**src/rtl/rc4_pkg.sv**
```systemverilog
// Shared types and widths for the RC4 phase sequencer and its S-memory arbiter.
package rc4_pkg;

  localparam int S_ADDR_W = 8;
  localparam int S_DATA_W = 8;
  localparam int KEY_W    = 24;

  typedef enum logic [3:0] {
    IDLE,
    INIT_RST,
    INIT_GO,
    INIT_WAIT,
    SHUF_RST,
    SHUF_GO,
    SHUF_WAIT,
    DEC_RST,
    DEC_GO,
    DEC_WAIT,
    DONE,
    FAIL
  } rc4_sched_state_t;

  typedef enum logic [1:0] {
    OWN_NONE,
    OWN_INIT,
    OWN_SHUF,
    OWN_DEC
  } rc4_owner_t;

  // Each engine owns the memory for its whole RST/GO/WAIT window.
  function automatic rc4_owner_t owner_of(input rc4_sched_state_t s);
    case (s)
      INIT_RST, INIT_GO, INIT_WAIT: return OWN_INIT;
      SHUF_RST, SHUF_GO, SHUF_WAIT: return OWN_SHUF;
      DEC_RST, DEC_GO, DEC_WAIT:    return OWN_DEC;
      default:                      return OWN_NONE;
    endcase
  endfunction

endpackage

```
**src/rtl/rc4_sched_if.sv**
```systemverilog
// Bundle between the RC4 sequencer, the key/switch logic, the three phase engines and S-memory.
interface rc4_sched_if;
  import rc4_pkg::*;

  logic                start;
  logic [KEY_W-1:0]    key_in;
  logic [KEY_W-1:0]    key;
  logic                busy;
  logic                done;
  logic                fail;

  logic                init_rst;
  logic                shuf_rst;
  logic                dec_rst;
  logic                init_start;
  logic                shuf_start;
  logic                dec_start;
  logic                init_finish;
  logic                shuf_finish;
  logic                dec_finish;
  logic                dec_valid;

  logic [S_ADDR_W-1:0] init_addr;
  logic [S_ADDR_W-1:0] shuf_addr;
  logic [S_ADDR_W-1:0] dec_addr;
  logic [S_DATA_W-1:0] init_data;
  logic [S_DATA_W-1:0] shuf_data;
  logic [S_DATA_W-1:0] dec_data;
  logic                init_wren;
  logic                shuf_wren;
  logic                dec_wren;

  logic [S_ADDR_W-1:0] s_address;
  logic [S_DATA_W-1:0] s_data;
  logic                s_wren;
  logic [S_DATA_W-1:0] s_q;

  // The sequencer is the master; s_q bypasses it and goes straight to the engines.
  modport master (
    input  start, key_in,
    input  init_finish, shuf_finish, dec_finish, dec_valid,
    input  init_addr, shuf_addr, dec_addr,
    input  init_data, shuf_data, dec_data,
    input  init_wren, shuf_wren, dec_wren,
    output key, busy, done, fail,
    output init_rst, shuf_rst, dec_rst,
    output init_start, shuf_start, dec_start,
    output s_address, s_data, s_wren
  );

  modport slave (
    output start, key_in,
    output init_finish, shuf_finish, dec_finish, dec_valid,
    output init_addr, shuf_addr, dec_addr,
    output init_data, shuf_data, dec_data,
    output init_wren, shuf_wren, dec_wren,
    output s_q,
    input  key, busy, done, fail,
    input  init_rst, shuf_rst, dec_rst,
    input  init_start, shuf_start, dec_start,
    input  s_address, s_data, s_wren
  );

endinterface

```
**src/rtl/s_mem_mux.sv**
```systemverilog
// Combinational owner-select of the engine requests onto the single-port S-memory.
module s_mem_mux
  import rc4_pkg::*;
(
  input  rc4_owner_t          owner,
  input  logic [S_ADDR_W-1:0] init_addr,
  input  logic [S_DATA_W-1:0] init_data,
  input  logic                init_wren,
  input  logic [S_ADDR_W-1:0] shuf_addr,
  input  logic [S_DATA_W-1:0] shuf_data,
  input  logic                shuf_wren,
  input  logic [S_ADDR_W-1:0] dec_addr,
  input  logic [S_DATA_W-1:0] dec_data,
  input  logic                dec_wren,
  output logic [S_ADDR_W-1:0] s_address,
  output logic [S_DATA_W-1:0] s_data,
  output logic                s_wren
);

  // With no owner the memory sees a quiet bus, so a stray engine write can never land.
  always_comb begin
    s_address = '0;
    s_data    = '0;
    s_wren    = 1'b0;
    case (owner)
      OWN_INIT: begin
        s_address = init_addr;
        s_data    = init_data;
        s_wren    = init_wren;
      end
      OWN_SHUF: begin
        s_address = shuf_addr;
        s_data    = shuf_data;
        s_wren    = shuf_wren;
      end
      OWN_DEC: begin
        s_address = dec_addr;
        s_data    = dec_data;
        s_wren    = dec_wren;
      end
      default: ;
    endcase
  end

endmodule

```
**src/rtl/rc4_sched.sv**
```systemverilog
// RC4 phase sequencer: runs init -> shuffle -> decrypt and arbitrates S-memory.
// Optional key sweep over the low KEY_BITS of the secret is enabled with RC4_KEY_SWEEP_EN.
module rc4_sched
  import rc4_pkg::*;
#(
  parameter int KEY_BITS = 22
) (
  input logic         clk,
  input logic         rst,
  rc4_sched_if.master bus
);

  localparam logic [KEY_W-1:0] KEY_MASK = {KEY_W{1'b1}} >> (KEY_W - KEY_BITS);
  localparam logic [KEY_W-1:0] KEY_ONE  = {{(KEY_W-1){1'b0}}, 1'b1};

  rc4_sched_state_t state;
  rc4_owner_t       owner;
  logic [KEY_W-1:0] key;
  logic             busy;
  logic             done;
  logic             fail;
  logic             init_rst;
  logic             shuf_rst;
  logic             dec_rst;
  logic             init_start;
  logic             shuf_start;
  logic             dec_start;

  // Pulse outputs are set on the transition into their state, so they line up with it.
  always_ff @(posedge clk) begin
    if (rst) begin
      state      <= IDLE;
      key        <= '0;
      busy       <= 1'b0;
      done       <= 1'b0;
      fail       <= 1'b0;
      init_rst   <= 1'b0;
      shuf_rst   <= 1'b0;
      dec_rst    <= 1'b0;
      init_start <= 1'b0;
      shuf_start <= 1'b0;
      dec_start  <= 1'b0;
    end else begin
      init_rst   <= 1'b0;
      shuf_rst   <= 1'b0;
      dec_rst    <= 1'b0;
      init_start <= 1'b0;
      shuf_start <= 1'b0;
      dec_start  <= 1'b0;
      case (state)
        IDLE: begin
          if (bus.start) begin
            key      <= bus.key_in & KEY_MASK;
            busy     <= 1'b1;
            init_rst <= 1'b1;
            state    <= INIT_RST;
          end
        end
        INIT_RST: begin
          init_start <= 1'b1;
          state      <= INIT_GO;
        end
        INIT_GO: state <= INIT_WAIT;
        INIT_WAIT: begin
          if (bus.init_finish) begin
            shuf_rst <= 1'b1;
            state    <= SHUF_RST;
          end
        end
        SHUF_RST: begin
          shuf_start <= 1'b1;
          state      <= SHUF_GO;
        end
        SHUF_GO: state <= SHUF_WAIT;
        SHUF_WAIT: begin
          if (bus.shuf_finish) begin
            dec_rst <= 1'b1;
            state   <= DEC_RST;
          end
        end
        DEC_RST: begin
          dec_start <= 1'b1;
          state     <= DEC_GO;
        end
        DEC_GO: state <= DEC_WAIT;
        DEC_WAIT: begin
          if (bus.dec_finish) begin
            if (bus.dec_valid) begin
              busy  <= 1'b0;
              done  <= 1'b1;
              state <= DONE;
            end else begin
`ifdef RC4_KEY_SWEEP_EN
              // Upper key bits stay zero, so comparing the whole key against the mask is enough.
              if (key != KEY_MASK) begin
                key      <= key + KEY_ONE;
                init_rst <= 1'b1;
                state    <= INIT_RST;
              end else begin
                busy  <= 1'b0;
                fail  <= 1'b1;
                state <= FAIL;
              end
`else
              busy  <= 1'b0;
              fail  <= 1'b1;
              state <= FAIL;
`endif
            end
          end
        end
        default: ;
      endcase
    end
  end

  assign owner = owner_of(state);

  s_mem_mux u_mux (
    .owner     (owner),
    .init_addr (bus.init_addr),
    .init_data (bus.init_data),
    .init_wren (bus.init_wren),
    .shuf_addr (bus.shuf_addr),
    .shuf_data (bus.shuf_data),
    .shuf_wren (bus.shuf_wren),
    .dec_addr  (bus.dec_addr),
    .dec_data  (bus.dec_data),
    .dec_wren  (bus.dec_wren),
    .s_address (bus.s_address),
    .s_data    (bus.s_data),
    .s_wren    (bus.s_wren)
  );

  assign bus.key        = key;
  assign bus.busy       = busy;
  assign bus.done       = done;
  assign bus.fail       = fail;
  assign bus.init_rst   = init_rst;
  assign bus.shuf_rst   = shuf_rst;
  assign bus.dec_rst    = dec_rst;
  assign bus.init_start = init_start;
  assign bus.shuf_start = shuf_start;
  assign bus.dec_start  = dec_start;

endmodule
```
**src/flat_wrapper.sv**
```systemverilog
// flat-port wrapper written by rule: the top's interface ports become plain ports
module rc4_sched_flat import rc4_pkg::*;
#(
  parameter int KEY_BITS = 22
)
  (clk, rst, bus_start, bus_key_in, bus_init_finish, bus_shuf_finish, bus_dec_finish, bus_dec_valid, bus_init_addr, bus_shuf_addr, bus_dec_addr, bus_init_data, bus_shuf_data, bus_dec_data, bus_init_wren, bus_shuf_wren, bus_dec_wren, bus_key, bus_busy, bus_done, bus_fail, bus_init_rst, bus_shuf_rst, bus_dec_rst, bus_init_start, bus_shuf_start, bus_dec_start, bus_s_address, bus_s_data, bus_s_wren);
  rc4_sched_if bus_i ();
  input logic clk;
  input logic rst;
  input wire logic [$bits(bus_i.start)-1:0] bus_start;
  input wire logic [$bits(bus_i.key_in)-1:0] bus_key_in;
  input wire logic [$bits(bus_i.init_finish)-1:0] bus_init_finish;
  input wire logic [$bits(bus_i.shuf_finish)-1:0] bus_shuf_finish;
  input wire logic [$bits(bus_i.dec_finish)-1:0] bus_dec_finish;
  input wire logic [$bits(bus_i.dec_valid)-1:0] bus_dec_valid;
  input wire logic [$bits(bus_i.init_addr)-1:0] bus_init_addr;
  input wire logic [$bits(bus_i.shuf_addr)-1:0] bus_shuf_addr;
  input wire logic [$bits(bus_i.dec_addr)-1:0] bus_dec_addr;
  input wire logic [$bits(bus_i.init_data)-1:0] bus_init_data;
  input wire logic [$bits(bus_i.shuf_data)-1:0] bus_shuf_data;
  input wire logic [$bits(bus_i.dec_data)-1:0] bus_dec_data;
  input wire logic [$bits(bus_i.init_wren)-1:0] bus_init_wren;
  input wire logic [$bits(bus_i.shuf_wren)-1:0] bus_shuf_wren;
  input wire logic [$bits(bus_i.dec_wren)-1:0] bus_dec_wren;
  output wire logic [$bits(bus_i.key)-1:0] bus_key;
  output wire logic [$bits(bus_i.busy)-1:0] bus_busy;
  output wire logic [$bits(bus_i.done)-1:0] bus_done;
  output wire logic [$bits(bus_i.fail)-1:0] bus_fail;
  output wire logic [$bits(bus_i.init_rst)-1:0] bus_init_rst;
  output wire logic [$bits(bus_i.shuf_rst)-1:0] bus_shuf_rst;
  output wire logic [$bits(bus_i.dec_rst)-1:0] bus_dec_rst;
  output wire logic [$bits(bus_i.init_start)-1:0] bus_init_start;
  output wire logic [$bits(bus_i.shuf_start)-1:0] bus_shuf_start;
  output wire logic [$bits(bus_i.dec_start)-1:0] bus_dec_start;
  output wire logic [$bits(bus_i.s_address)-1:0] bus_s_address;
  output wire logic [$bits(bus_i.s_data)-1:0] bus_s_data;
  output wire logic [$bits(bus_i.s_wren)-1:0] bus_s_wren;
  assign bus_i.start = bus_start;
  assign bus_i.key_in = bus_key_in;
  assign bus_i.init_finish = bus_init_finish;
  assign bus_i.shuf_finish = bus_shuf_finish;
  assign bus_i.dec_finish = bus_dec_finish;
  assign bus_i.dec_valid = bus_dec_valid;
  assign bus_i.init_addr = bus_init_addr;
  assign bus_i.shuf_addr = bus_shuf_addr;
  assign bus_i.dec_addr = bus_dec_addr;
  assign bus_i.init_data = bus_init_data;
  assign bus_i.shuf_data = bus_shuf_data;
  assign bus_i.dec_data = bus_dec_data;
  assign bus_i.init_wren = bus_init_wren;
  assign bus_i.shuf_wren = bus_shuf_wren;
  assign bus_i.dec_wren = bus_dec_wren;
  assign bus_key = bus_i.key;
  assign bus_busy = bus_i.busy;
  assign bus_done = bus_i.done;
  assign bus_fail = bus_i.fail;
  assign bus_init_rst = bus_i.init_rst;
  assign bus_shuf_rst = bus_i.shuf_rst;
  assign bus_dec_rst = bus_i.dec_rst;
  assign bus_init_start = bus_i.init_start;
  assign bus_shuf_start = bus_i.shuf_start;
  assign bus_dec_start = bus_i.dec_start;
  assign bus_s_address = bus_i.s_address;
  assign bus_s_data = bus_i.s_data;
  assign bus_s_wren = bus_i.s_wren;
  rc4_sched #(.KEY_BITS(KEY_BITS)) u_core (.clk(clk), .rst(rst), .bus(bus_i));
endmodule
```
**config.mk**
```make
export PLATFORM = sky130hd
export DESIGN_NAME = rc4_sched_flat
export DESIGN_NICKNAME = d
export VERILOG_FILES = /design/src/rtl/rc4_pkg.sv /design/src/rtl/rc4_sched_if.sv /design/src/rtl/s_mem_mux.sv /design/src/rtl/rc4_sched.sv /design/src/flat_wrapper.sv
export SDC_FILE = /design/constraint.sdc
export NUM_CORES = 1
export LEC_CHECK = 0
export ABC_CLOCK_PERIOD_IN_PS = 2000
export CAP_MARGIN = 0
export CORE_UTILIZATION = 35
export CTS_CLUSTER_DIAMETER = 120
export DETAILED_ROUTE_END_ITERATION = 10
export PLACE_DENSITY_LB_ADDON = 0.08
export REMOVE_ABC_BUFFERS = 1
export SLEW_MARGIN = 20
export SYNTH_ARGS = -nofsm -noshare
export SYNTH_HDL_FRONTEND = slang
export SYNTH_SLANG_ARGS = --single-unit
```
**constraint.sdc**
```tcl
create_clock -name clk -period 2 [get_ports clk]
set_input_delay 0.5 -clock clk [delete_from_list [all_inputs] [get_ports clk]]
set_output_delay 0.5 -clock clk [all_outputs]
set_load 0.005 [all_outputs]
```
---- Word level (Yosys, flattened, before mapping) ----
Memories as Yosys holds them, arrays and structs flattened. A register that Yosys moved wholly into a read port is not among the register bits.
Index checks and enable logic that the tools add are counted.
storage, ports and cells
  register bits ........................... 35
  memory bits (read-only) ................. 32
  input port bits ......................... 82
  output and inout port bits .............. 50
  word-level logic and storage cells ...... 63
  memories kept ........................... 1
memory list
  memory           depth  width  read ports  clocked after memory_dff  wr ports  RTL line       RTL
  (no name shown)  16     2      1           1                         0         rc4_pkg.sv:32  case (s)
operators by class
  equality and inequality tests ........... 16
  mux-type cells .......................... 20
  bitwise logic cells ..................... 4
  reductions and logical operators ........ 11
operator list
  cell                                           number
  one-hot mux 8 bit (3 select lines)             2
  one-hot mux 4 bit (10 select lines)            1
  2-to-1 mux 4 bit                               6
  == test 4 x 3 -> 1 bit, second input constant  4
  nonzero test 10 bit                            1
  2-to-1 mux 1 bit                               9
  AND reduction 3 bit                            3
  == test 4 x 2 -> 1 bit, second input constant  2
  == test 4 bit, second input constant           2
  inequality test 2 bit, second input constant   4
  OR reduction 2 bit                             3
  AND reduction 5 bit                            1
  == test 2 bit, second input constant           2
  == test 4 x 1 -> 1 bit, second input constant  1
  logical NOT 4 bit                              1
  NOT 1 bit                                      4
  one-hot mux 1 bit (3 select lines)             1
  == test 2 x 1 -> 1 bit, second input constant  1
  one-hot mux 1 bit (2 select lines)             1
  AND reduction 2 bit                            1
  nonzero test 2 bit                             1

---- Longest topological paths before layout ----
  depth in word-level cells ............... 5
  mapped depth ............................ 7
  gate-level depth less buffers ........... 5

---- Cells and area by module ----
A second synthesis with hierarchy kept.
second synthesis, totals
  cell total of the unflattened synthesis .. 217
  area total of the unflattened synthesis .. 1896.8 µm²
by module, submodules not included
  module     times used  cells each  area each (µm²)  sequential area each (µm²)
  rc4_sched  1           176         1442.6           740.7
  s_mem_mux  1           41          454.2            0.0

---- Least setup slack after synthesis ----
OpenSTA, ideal clock, no wires.
  kind .................................... register to output
  start point ............................. register u_core.owner[0] (netlist name)
  end point ............................... output bus_s_address[0]
  arrival ................................. 1208 ps
  required time ........................... 1500 ps
  path slack .............................. 292 ps
  cell stages (with the launch flop) ...... 5
  path buffers ............................ 2
  cell sequence ........................... dfxtp_1 > buf_2 > buf_2 > mux2_2 > a22o_1
between the ends
  word-level cells in the longest chain between the ends .. 2
  elaborated cells between the ends (all ways) .. 4
  those cells by class .................... eq/ne (3); mux (1)
RTL lines
  item                                                            RTL line            RTL
  == test 2 bit / == test 2 x 1 -> 1 bit (equally long branches)  s_mem_mux.sv:25     case (owner)
  one-hot mux 8 bit (3 select lines) *                            s_mem_mux.sv:25
  end, declared                                                   flat_wrapper.sv:35  output wire logic [$bits(bus_i.s_address)-1:0] bus_s_address;
Mark *: on every way between the ends. The rest lies on a longest branch, timed or not.

---- Worst setup path in the final report ----
  start point ............................. input bus_shuf_addr[2]
  end point ............................... output bus_s_address[2]
between the ends
  word-level cells in the longest chain between the ends .. 1
RTL lines
  item                                RTL line            RTL
  start, declared                     flat_wrapper.sv:17  input wire logic [$bits(bus_i.shuf_addr)-1:0] bus_shuf_addr;
  one-hot mux 8 bit (3 select lines)  s_mem_mux.sv:25
No other way between the ends.

==> results.tsv <==
stage	metric	value	unit
outcome	run_status	finished, final reports clean	
synthesis	yosysSeqAreaShare	39.7	%
routing	vias	1997	
global_route	grt_most_used_layer	met2	
die	dieArea	0.00563	sq mm
critical_path	cpMaxStageDelayCell	clkdlybuf4s50_1	
die	start_util	36.5	%
placed_design	io_buffers	127	
clock_tree	clock_path_buffers	2	
global_route	use_met2	34.0	%
critical_path	path_cells	clkdlybuf4s50_1 > mux2_2 > a22o_1 > buf_2	
global_route	grt_pass1_wl	8.34	mm
synthesis	synth-edff-count	0	
clock_tree	cts_htree_levels	2	
critical_path	arrival	1490	ps
routing	wl_per_cell	13.4	um
sta	fin_setup_tns	0	ps
clock_tree	cts_tree	built	
sta	setup_violations	0	
synthesis	syn_inst	222	
synthesis	async_flop_share	0	%
synthesis	synthTopCellsByArea	dfxtp_1, mux2_2, nand2_1	
flow_run	drv_cap	0	
critical_path	crit_required	1500	ps
sta	setup_ws	14.1	ps
global_route	grt_overflow	0	
global_route	grt_util_all_layers	19.4	%
synthesis	yosys.cell_types.count	37	
sta	finalCritPeriodShare	99.3	%
critical_path	crit_path_max_incr_delay	390	ps
routing	routed_wl	5.58	mm
routing	remaining_drc_errors	0	
clock_tree	hold_buffers	0	
sta	skew	4.71	ps
sta	maxSlewViolCount	0	
placed_design	pre_cts_slack	-321	ps
critical_path	path_buf_inv	2	
finish	layout-drive-gt1-share	17.2	%
placed_design	dp.cells	411	
clock_tree	cts_made_buffers	5	
global_route	grt_max_degree	24	
clock_tree	cts_root_buf	clkbuf_8	
routing	drtPass1Iterations	4	
global_route	use_met1	21.7	%
clock_tree	cts.sinks	37	
routing	ant_nets	0	
die	placementRows	26	
critical_path	path_max_fanout	1	
synthesis	yosysMostFrequentCell	nand2_1	
finish	antenna_cells	0	
synthesis	avgSynthCellArea	8.40	sq um
synthesis	synth.top_cell.area_share	39.7	%
sta	min_period	1990	ps
die	core_area	0.00511	sq mm
global_route	antenna_found_initial	0	
critical_path	path_delay_family	buffers and inverters	
sta	fmax	504	MHz
placed_design	hpwl	4.24	mm
global_route	grt.met3_usage	6.69	%
die	die_w	75.0	um
sta	final_hold_viol_count	0	
sta	rsz0062_at_grt	yes	
power	power_density	675	mW/mm^2
power	p_leak	1.29	nW
finish	final_cells	418	
die	io_pins	132	
clock_tree	post_cts_buffers	0	
routing	vias_per_cell	4.78	
synthesis	synth.cell_area	0.00187	sq mm
clock_tree	clkSlewWorstSetupHoldPaths	70	ps
critical_path	cp-start-kind	input pin	
global_route	first_global_vias	1774	
synthesis	synth_area_leader_cell	dfxtp_1	
synthesis	ys_ff_latch	37	
clock_tree	clkLatencyLatePin	280	ps
critical_path	crit_start	bus_shuf_addr[2]	
worst_hold_path	hold_path_startpoint	u_core.bus.key[4]	
placed_design	place.gp.congestion	0.796	
worst_hold_path	min_path_type	reg2reg	
routing	drt_iter0_drc	26	
finish	areaGrowthSynthToFinish	73.8	%
synthesis	synth_flop_cell	dfxtp_1	
critical_path	critPathKind	in2out	
finish	nNetsFinal	430	
die	die_y	75.0	um
synthesis	synth_warnings	0	
critical_path	rr_startpoint	u_core.state[0]	
power	ir_drop	515	uV
synthesis	yosys-top-cells-count	nand2_1, dfxtp_1, a21oi_1, a22o_1, mux2_2	
critical_path	end_kind	output pin	
## cell usage in the layout (no fill, tap or decap), types with 2 or more instances in the layout
master / netlist / routed
nor2b_1: 3 / 3
nor2_1: 15 / 15
dlymetal6s2s_1: 0 / 3
nor3b_1: 3 / 3
nor3_1: 3 / 3
buf_2: 10 / 17
buf_12: 0 / 2
nand2_1: 45 / 45
clkbuf_8: 0 / 6
buf_4: 6 / 11
a22o_1: 17 / 17
nand3_1: 3 / 3
clkdlybuf4s50_1: 0 / 107
and3_1: 3 / 3
nand2b_1: 2 / 2
dfxtp_1: 37 / 36
nand3b_1: 2 / 2
mux2_2: 17 / 17
conb_1: 1 / 2
inv_1: 3 / 3
a21oi_1: 27 / 27
## logic make-up after synthesis
family,count (synthesis),share of synthesized area [%]
AND/OR/NAND/NOR,85,20.7
AO/OA/AOI/OAI,56,21.4
flip-flops,37,39.7
buffers and inverters,25,6.91
multiplexers,18,11.1
other,1,0.201
## final timing paths
check,cells past startpoint,slack [ps],endpoint
setup / recovery,4,10,bus_s_address[2]
hold / removal,2,450,u_core.bus.key[4]
setup reg to reg,5,320,u_core.owner[0]
hold reg to reg,2,450,u_core.bus.key[4]
## sequential cells by signal, summed over array words and instances (netlist names)
name and flops:
u_core.bus.busy 1, u_core.bus.shuf_rst 1, u_core.state 4, u_core.bus.init_start 1, u_core.owner 2, u_core.bus.fail 1
u_core.bus.key 22, u_core.bus.shuf_start 1, u_core.bus.dec_rst 1, u_core.bus.done 1, u_core.bus.init_rst 1, u_core.bus.dec_start 1
## what timing repair did
item / CTS / global route
resized for setup: 68 / 3
pin swaps: 0 / 0
endpoints found under the setup margin: 17 / 7
hold endpoints to repair: 0 / 0
## worst register-to-register path: stages (launching register included)
cell and delay [ps]:
dfxtp_1 590, nor3b_1 300, o21ai_2 140, and3_1 190, o311ai_1 230, a21oi_1 120
## layout make-up
cell class              instances  area (sq um)
clock buffers                   7          86.3
fillers                       479          1860
inverters                       3          11.3
multi-input cells             161          1000
flip-flops and latches         37           742
well taps                      70          87.6
repair buffers                140          1320
## metal layers
| metal | vias to the layer above | routed length [um] | part of all wire (%) |
|---|---|---|---|
| li1 | 1014 | - | - |
| met1 | 889 | 2310 | 41 |
| met2 | 84 | 2550 | 46 |
| met3 | 10 | 616 | 11 |
| met4 | 0 | 102 | 1.8 |
| met5 | - | 0 | 0 |
## through the flow
stage / hold WS (ps) / util, % / area (sq um) / power [mW]
after floorplan: 447 / - / 1750 / 1.23
after global placement: 441 / 63.3 / 3230 / 1.75
after detailed placement: 448 / 63.3 / 3230 / 1.76
after CTS: 457 / 63.4 / 3240 / 2.22
after global routing: 473 / 63.5 / 3240 / 2.33
final: 454 / 63.5 / 3240 / 2.19
## power by group
group | leakage, nW | internal, mW | switching, mW | total [mW]
combinational | 0.944 | 0.499 | 0.327 | 0.827
sequential | 0.303 | 0.804 | 0.0456 | 0.850
clock | 0.0443 | 0.273 | 0.240 | 0.513
total | 1.29 | 1.58 | 0.613 | 2.19
No activity file was read; power rests on OpenSTA's default activity.
==> RTL change 1: new RTL, same settings <==
`S_ADDR_W`: 8 -> 9.
--- a/src/rtl/rc4_pkg.sv
+++ b/src/rtl/rc4_pkg.sv
@@ -2,5 +2,5 @@
 package rc4_pkg;
 
-  localparam int S_ADDR_W = 8;
+  localparam int S_ADDR_W = 9;
   localparam int S_DATA_W = 8;
   localparam int KEY_W    = 24;
Interface: changed (resized bus_dec_addr, bus_init_addr, bus_s_address and bus_shuf_addr); port bits go from 132 to 136. No check against the original RTL was run, so the function may have changed too.
==> RTL change 1 against the original RTL <==
First-iteration DRC count increased to 3.3 times the old value. Wire length up 6.5%. Combinational power up 3.6%. Via count rose by 2.8%. Cell area rose by 4.9%. Setup slack improved by 20 ps. Highest routed layer unchanged. Utilization rose by 2.7 points. Register-to-register slack got worse by 120 ps. Synthesized cell count unchanged. Total power up 8.4%. Count of clock-buffer cells in the layout stayed put. Area after synthesis increased by 0.47%. Sequential cell count did not move. Critical path type unchanged. Sequential power is essentially flat.
==> RTL change 1: results (changes against the original RTL) <==
Parameter                              Value

Outcome
  Outcome    complete, no violations (unchanged)

Placed design
  Post-placement cell area    3340 µm² (was 3230 µm²)
  Routability Congestion    0.815 (was 0.796)
  Final HPWL from detailed placement    4350 µm (was 4240 µm)
  Worst setup timing slack at the placement stage    -305 ps (was -321 ps)

Power and ir drop
  Switching power    0.642 mW (was 0.613 mW)
  Sw Share    27.1% (was 28.0%)
  Clock network fraction of design power    28.0% (was 23.4%)
  Power density over the cells    698 nW/µm² (was 675 nW/µm²)
  Sequential share of power    35.9% (was 38.8%)

Layout
  Proportion of cell area occupied by multi-input gates    30.1% (was 30.8%)
  Total Nets Final    443 (was 430)
  Signal buffers    150 (was 140)
  Count of flip-flops and latches    37 (unchanged)
  Share of final-layout standard cells stronger than drive strength 1    20.1% (was 17.2%)
  Number of fillers in the final layout    473 (was 479)

Floorplan
  Die Footprint    5650 µm² (was 5630 µm²)

Worst setup path
  Worst reg-to-reg path cell count    6 (was 5)

Yosys
  Count of different cell masters after synthesis    36 (was 37)
  Leading post-synthesis cells by instance count    sky130_fd_sc_hd__nand2_1, sky130_fd_sc_hd__dfxtp_1, sky130_fd_sc_hd__a21oi_1 (unchanged)
  Multiplexer fraction of the synthesized cell area    12.1% (was 11.1%)
  Part of the Yosys area used for sequential elements    39.5% (was 39.7%)
  Most area-consuming cells after synthesis    sky130_fd_sc_hd__dfxtp_1, sky130_fd_sc_hd__mux2_2, sky130_fd_sc_hd__nand2_1, sky130_fd_sc_hd__a22o_1, sky130_fd_sc_hd__a21oi_1 (unchanged)
  Post-Synthesis Mean Instance Area    8.44 µm² (was 8.40 µm²)

Routing
  Final wirelength    5950 µm (was 5580 µm)

Global route
  Wire length of the first global-routing pass    8800 µm (was 8340 µm)
  GR Util met3    6.29% (was 6.69%)
  Largest net degree at the start of global routing    28 (was 24)
[RTL change 1: changes by cell type in the layout (fill, tap and decap cells not counted), sizes merged, moves of 3 or more]
cell,before,now
o21ai,2,5
dlymetal6s2s,3,6
nor2,16,12
buf,30,36
[RTL change 1: repair_timing]
action,4_1_cts,5_1_grt
setup endpoints to repair,18,5
hold buffers,0,0
resized for setup,71,11
pin swaps,0,3
gates cloned,0,0
[RTL change 1: worst paths after layout]
| kind | startpoint | end | slack [ps] |
|---|---|---|---|
| max | bus_shuf_data[6] | bus_s_data[6] | 30 |
| min | u_core.bus.key[2] | u_core.bus.key[2] | 450 |
| max reg2reg | u_core.state[0] | u_core.state[1] | 200 |
| min reg2reg | u_core.bus.key[2] | u_core.bus.key[2] | 450 |
[RTL change 1: per-layer routing]
layer	vias to the layer above	routed length, µm
li1	1034	-
met1	936	2470
met2	73	2940
met3	9	469
met4	0	65
met5	-	0
==> RTL change 2: new RTL, config.mk and constraints unchanged <==
Without the edit above. Make the reset (`rst`) asynchronous in one clocked block.
--- a/src/rtl/rc4_sched.sv
+++ b/src/rtl/rc4_sched.sv
@@ -28,5 +28,5 @@
 
   // Pulse outputs are set on the transition into their state, so they line up with it.
-  always_ff @(posedge clk) begin
+  always_ff @(posedge clk or posedge rst) begin
     if (rst) begin
       state      <= IDLE;
Formal check against the unedited RTL: differs if rst is asserted again (counterexample within 4 cycles, from zero or initial values and one cycle with rst high); with rst held inactive, the same outputs for 10 cycles.
==> RTL change 2 against the original RTL <==
The run now ends with negative setup slack left. Wire length fell by 1.4%. Cell area rose by 8.9%. Sequential cell count is 2 lower. Setup slack lost 250 ps. Area after synthesis increased by 1.2%. Critical path type is now flip-flop to output port. Critical endpoint is now bus_s_data[5]. Largest cell class unchanged.
Power is not compared: it rests on default switching activity, and its combinational part moved more than twofold at a synthesized area within 25%.
==> RTL change 2: results (changes against the original RTL) <==
Parameter                              Value

STA
  Setup violations, final    17 (was 0)
  Final worst setup slack    -240 ps (was 14.1 ps)
  Final Skew    6.01 ps (was 4.71 ps)

Routing
  Routed wire length on met3    506 µm (was 616 µm)
  Drt initial violations    43 (was 26)
  Detailed-routed wire length on met2    2850 µm (was 2550 µm)
  Avg Vias per Cell    4.77 (was 4.78)
  Final wirelength    5510 µm (was 5580 µm)

Worst setup path
  Cell with the largest stage delay on the worst path    sky130_fd_sc_hd__dfrtp_1 (was sky130_fd_sc_hd__clkdlybuf4s50_1)
  Flop2flop setup slack    380 ps (was 320 ps)
  End of the worst register-to-register path    u_core.bus.key[3] (was u_core.owner[0])
  Startpoint of the most critical register-to-register path    u_core.state[3] (was u_core.state[0])
  Launch point of the critical path    u_core.state[0] (was bus_shuf_addr[2])

Placed design
  Final HPWL from detailed placement    3910 µm (was 4240 µm)
  Count of placed standard cells including taps    348 (was 411)
  Post-placement cell area    3300 µm² (was 3230 µm²)
  Worst setup timing slack at the placement stage    -404 ps (was -321 ps)

Layout
  Count of multi-input combinational gates    95 (was 161)
  Signal buffers    159 (was 140)
  Inverter count    2 (was 3)
  Fraction of area in clock buffers and inverters    2.48% (was 2.66%)
  Count of flip-flops and latches    35 (was 37)
  Non-filler cells, final    368 (was 418)
  Syn-to-layout area delta    87.0% (was 73.8%)
  Share of final-layout standard cells stronger than drive strength 1    29.5% (was 17.2%)

Yosys
  Leading post-synthesis cells by instance count    sky130_fd_sc_hd__dfrtp_1, sky130_fd_sc_hd__a21o_1, sky130_fd_sc_hd__mux2_4 (was sky130_fd_sc_hd__nand2_1, sky130_fd_sc_hd__dfxtp_1, sky130_fd_sc_hd__a21oi_1)
  Multiplexer fraction of the synthesized cell area    16.7% (was 11.1%)
  Compound-gate portion of the synthesized area    19.9% (was 21.4%)
  Part of the Yosys area used for sequential elements    46.4% (was 39.7%)

Clock tree
  Number of gates given a new drive strength after cts    37 (was 68)
  Number of post-CTS setup repair buffers    4 (was 0)

Outcome
  Outcome    finished, violations left (was complete, no violations)
  Failing checks    negative setup slack

Global route
  GR met1 Demand/Resource    20.4% (was 21.7%)
  GR Util met3    6.35% (was 6.69%)
-- RTL change 2: cell count changes after synthesis, moves of 4 or more --
| cell | unedited run | this run |
|---|---|---|
| sky130_fd_sc_hd__dfrtp_1 | 0 | 35 |
| sky130_fd_sc_hd__dfxtp_1 | 37 | 0 |
| sky130_fd_sc_hd__a21o_1 | 0 | 19 |
| sky130_fd_sc_hd__mux2_4 | 1 | 18 |
| sky130_fd_sc_hd__a21oi_1 | 27 | 1 |
| sky130_fd_sc_hd__mux2_2 | 17 | 0 |
| sky130_fd_sc_hd__clkbuf_1 | 6 | 0 |
| sky130_fd_sc_hd__nand2_1 | 45 | 3 |
| sky130_fd_sc_hd__mux2_1 | 0 | 4 |
| sky130_fd_sc_hd__buf_2 | 10 | 2 |
| sky130_fd_sc_hd__buf_6 | 0 | 5 |
| sky130_fd_sc_hd__nor2_1 | 15 | 2 |
